`config.mk`:
```
export PLATFORM = sky130hd
export DESIGN_NAME = fifo_stream_reader
export DESIGN_NICKNAME = d
export VERILOG_FILES = /design/src/rtl/fifo_stream_reader.sv
export SDC_FILE = /design/constraint.sdc
export NUM_CORES = 1
export LEC_CHECK = 0
export BUFFER_PORTS_ARGS = -buffer_cell sky130_fd_sc_hd__buf_4
export CORE_MARGIN = 2
export CORE_UTILIZATION = 56
export DETAILED_ROUTE_END_ITERATION = 10
export PLACE_DENSITY = 0.88
export RECOVER_POWER = 25
export SLEW_MARGIN = 10
export SYNTH_ARGS = -nofsm -noshare
export SYNTH_HDL_FRONTEND = slang
export SYNTH_SLANG_ARGS = --single-unit
```
`constraint.sdc`:
```
create_clock -name clk -period 5.1 [get_ports clk]
set_input_delay 0.51 -clock clk [delete_from_list [all_inputs] [get_ports clk]]
set_output_delay 0.51 -clock clk [all_outputs]
set_load 0.01 [all_outputs]
```
`src/rtl/fifo_stream_reader.sv`:
```
// Read-side master for a synchronous FIFO: turns the FIFO's one-cycle registered
// read port into a valid/ready stream, using a 2-entry skid buffer to keep 1 word/cycle.
module fifo_stream_reader #(
    parameter int DATA_WIDTH = 8,
    parameter int CNT_WIDTH  = 16
) (
    input  logic                  clk,
    input  logic                  rst_n,
    input  logic [DATA_WIDTH-1:0] fifo_data_out,
    input  logic                  fifo_empty,
    output logic                  fifo_r_en,
    output logic [DATA_WIDTH-1:0] m_data,
    output logic                  m_valid,
    input  logic                  m_ready,
    output logic [1:0]            buf_count,
    output logic [CNT_WIDTH-1:0]  rd_count
);

    logic [1:0][DATA_WIDTH-1:0] buf_q;
    logic                       head, tail;
    logic                       inflight;
    logic                       pop;
    logic [2:0]                 occ;

    assign pop     = m_valid && m_ready;
    assign m_valid = (buf_count != 2'd0);
    assign m_data  = buf_q[head];

    // Reserve a slot for every word already requested; a same-cycle pop frees one.
    assign occ       = {1'b0, buf_count} + {2'b00, inflight};
    assign fifo_r_en = rst_n && !fifo_empty && (occ < (3'd2 + {2'b00, pop}));

    always_ff @(posedge clk or negedge rst_n) begin
        if (!rst_n) begin
            buf_q     <= '0;
            head      <= 1'b0;
            tail      <= 1'b0;
            inflight  <= 1'b0;
            buf_count <= 2'd0;
            rd_count  <= '0;
        end else begin
            inflight <= fifo_r_en;
            if (inflight) begin
                buf_q[tail] <= fifo_data_out;
                tail        <= ~tail;
            end
            if (pop) begin
                head     <= ~head;
                rd_count <= rd_count + CNT_WIDTH'(1);
            end
            buf_count <= buf_count + 2'(inflight) - 2'(pop);
        end
    end

endmodule
```
==> metrics.yaml <==
fmax_mhz: 347.4
grt_pass1_vias: 1101
drt-initial-drc-count: 29
crit_chain: "clkbuf_1 > and3_1 > buf_4"
leakage_uw: 0.0009996
start_util_pct: 59.42
root_buffer: "clkbuf_4"
setup_slack_ns: 2.222
final_util_pct: 73.05
synth_seq_area_share_pct: 56.02
crit_required_ns: 4.59
finalSetupViolCount: 0
grt_pass1_wl_mm: 5.071
skew_ns: 0.004587
critPathCaptureType: "primary output"
p_sw_uw: 368.5
post-place-ws_ns: 3.238
cts_hold_buf: 0
path_buf_inv: 2
rsz0062_at_grt: "false"
synth.avg_cell_area_sq_um: 13.44
hold_path.class: "in -> reg"
grt_max_degree: 39
synthArstFlopShare_pct: 100.0
powerDensity_nw_per_um2: 543.4
post_cts_resized: 0
p_comb_share_pct: 40.6
wl_per_cell_microns: 14.66
period_minus_slack_ns: 2.878
num-fill-cells: 200
hpwl_mm: 2.136
slew_headroom_pct: -26.96
ys_types: 23
die-width_microns: 58.33
intPower_uw: 735.6
nNetsFinal: 185
sw_frac_of_total_pct: 33.37
cts_tree: "built"
clock_path_buffers: 2
ir_worst_vdd_uv: 442.0
antenna_left: 0
syn_inst: 123
crit_type: "in -> out"
yosys_warnings: 0
fp.dieH_microns: 58.33
finalSetupTns_ns: 0
core_area_sq_um: 2781
cp_slowest_cell: "clkbuf_1"
drc: 0
final_cell_mix: "38 x buf_4, 37 x dfrtp_1, 24 x mux2_2"
gr-total-overflow: 0
mostFrequentLayoutCell: "buf_4"
pwr-share-clk_pct: 13.6
antenna_found_initial: 0
hold_viol_final: 0
placed_cell_area_sq_um: 1981
synth_nets: 140
area_delta_synth_final_pct: 22.94
cp_max_fo: 38
post-route-period-util_pct: 56.44
yosys_register_bits: 37
critPathTopFamily: "buffers and inverters"
routed_wl_mm: 2.918
finalMaxSlewViolations: 39
numCtsBuffers: 5
htree_levels: 2
seqPwrFrac_pct: 45.7
clock_sinks: 37
violations: "max-capacitance violations, max-slew violations"
drtPass1Iterations: 4
drive_gt1_share_pct: 45.83
grt_util_all_layers_pct: 19.92
netlist_area_sq_um: 1653
status: "finished, violations left"
tightestPinTransition_ns: 1.904
cpPeakStageDelay_ns: 1.34
stdcell_area_sq_um: 2032
post-cts-setup-buffers: 0
io-pin-count: 40
antenna_cells: 0
clk_latency_ns: 0.32
io_buffers: 39
clk_pin_slew_worst_paths_ns: 0.11
std_cell_rows: 19
dieArea_sq_um: 3402
synth-main-ff-cell: "dfrtp_1"
drv_cap: 1
via_count: 1068
viasPerCell: 5.367
finalPower_uw: 1104
place.gp.congestion: 0.7392
synth-edff-count: 0
setup.worst_path.start_class: "input port"
cp_data_arrival_time_ns: 2.37
## synth_stat cells, types with 2 or more instances
master,number,share of area [%]
xor2_1,5,2.6
ha_1,5,3.8
nor2_1,3,0.68
mux2_2,24,16
nand3_1,7,2.1
and3_1,3,1.1
nand4_1,2,0.76
nand2_1,8,1.8
xnor2_1,14,7.4
inv_1,3,0.68
dfrtp_1,37,56
## flip-flops by register name (all words and copies together) (netlist names)
name       cells
tail           1
head           1
rd_count      16
buf_count      2
buf_q         16
inflight       1
## cells by family (layout without fill, tap and decap cells)
group	Yosys count	count (layout)	share of synthesized area, %
AO/OA/AOI/OAI	3	3	1.438
XOR/XNOR	19	19	10.07
adder cells (fa/ha/maj)	5	5	3.785
buffers and inverters	5	50	1.135
flip-flops	37	37	56.02
multiplexers	24	24	16.35
AND/OR/NAND/NOR	30	30	11.20
## layout make-up
cell class,instances,area [sq um],area share (%)
sequential,37,925.9,45.57
multi-input combinational,81,708.2,34.85
timing repair buffer,39,289.0,14.22
clock buffer,7,55.05,2.709
tap,31,38.79,1.909
inverter,4,15.01,0.7389
## stage by stage
step	cells	hold WS (ns)
2_1_floorplan	123	0.2144
3_3_place_gp	192	0.4610
3_5_place_dp	192	0.4647
4_1_cts	199	0.1323
5_1_grt	199	0.4015
6_report	199	0.4197
## power groups by stage
stage / clock network [uW] / registers (uW) / logic [uW]
2_1_floorplan: 0 / 489 / 274
3_3_place_gp: 0 / 500 / 440
3_5_place_dp: 0 / 511 / 455
4_1_cts: 155 / 506 / 457
5_1_grt: 168 / 524 / 493
6_report: 151 / 505 / 449
## layer usage
metal / track usage, % / vias up / share of wire, %
li1: - / 517 / -
met3: 4.835 / 2 / 3.7
met5: 0 / - / 0
met2: 33.07 / 25 / 53
met4: 6.645 / 0 / 0.51
met1: 25.78 / 524 / 43
## final timing paths
| check | start | endpoint | slack (ns) | depth (start not counted) |
|---|---|---|---|---|
| worst max-delay path | rst_n | fifo_r_en | 2.22 | 3 |
| worst min-delay path | fifo_data_out[7] | buf_q[15]$_DFFE_PN0P_ | 0.42 | 2 |
| worst max register to register | buf_count[1]$_DFF_PN0_ | buf_count[1]$_DFF_PN0_ | 3.24 | 7 |
| worst min register to register | rd_count[15]$_DFFE_PN0P_ | rd_count[15]$_DFFE_PN0P_ | 0.47 | 1 |
| max in group asynchronous | rst_n | rd_count[9]$_DFFE_PN0P_ | 3.31 | 1 |
| min in group asynchronous | rst_n | buf_q[7]$_DFFE_PN0P_ | 0.70 | 1 |
Power figures use the tool's default switching activity.
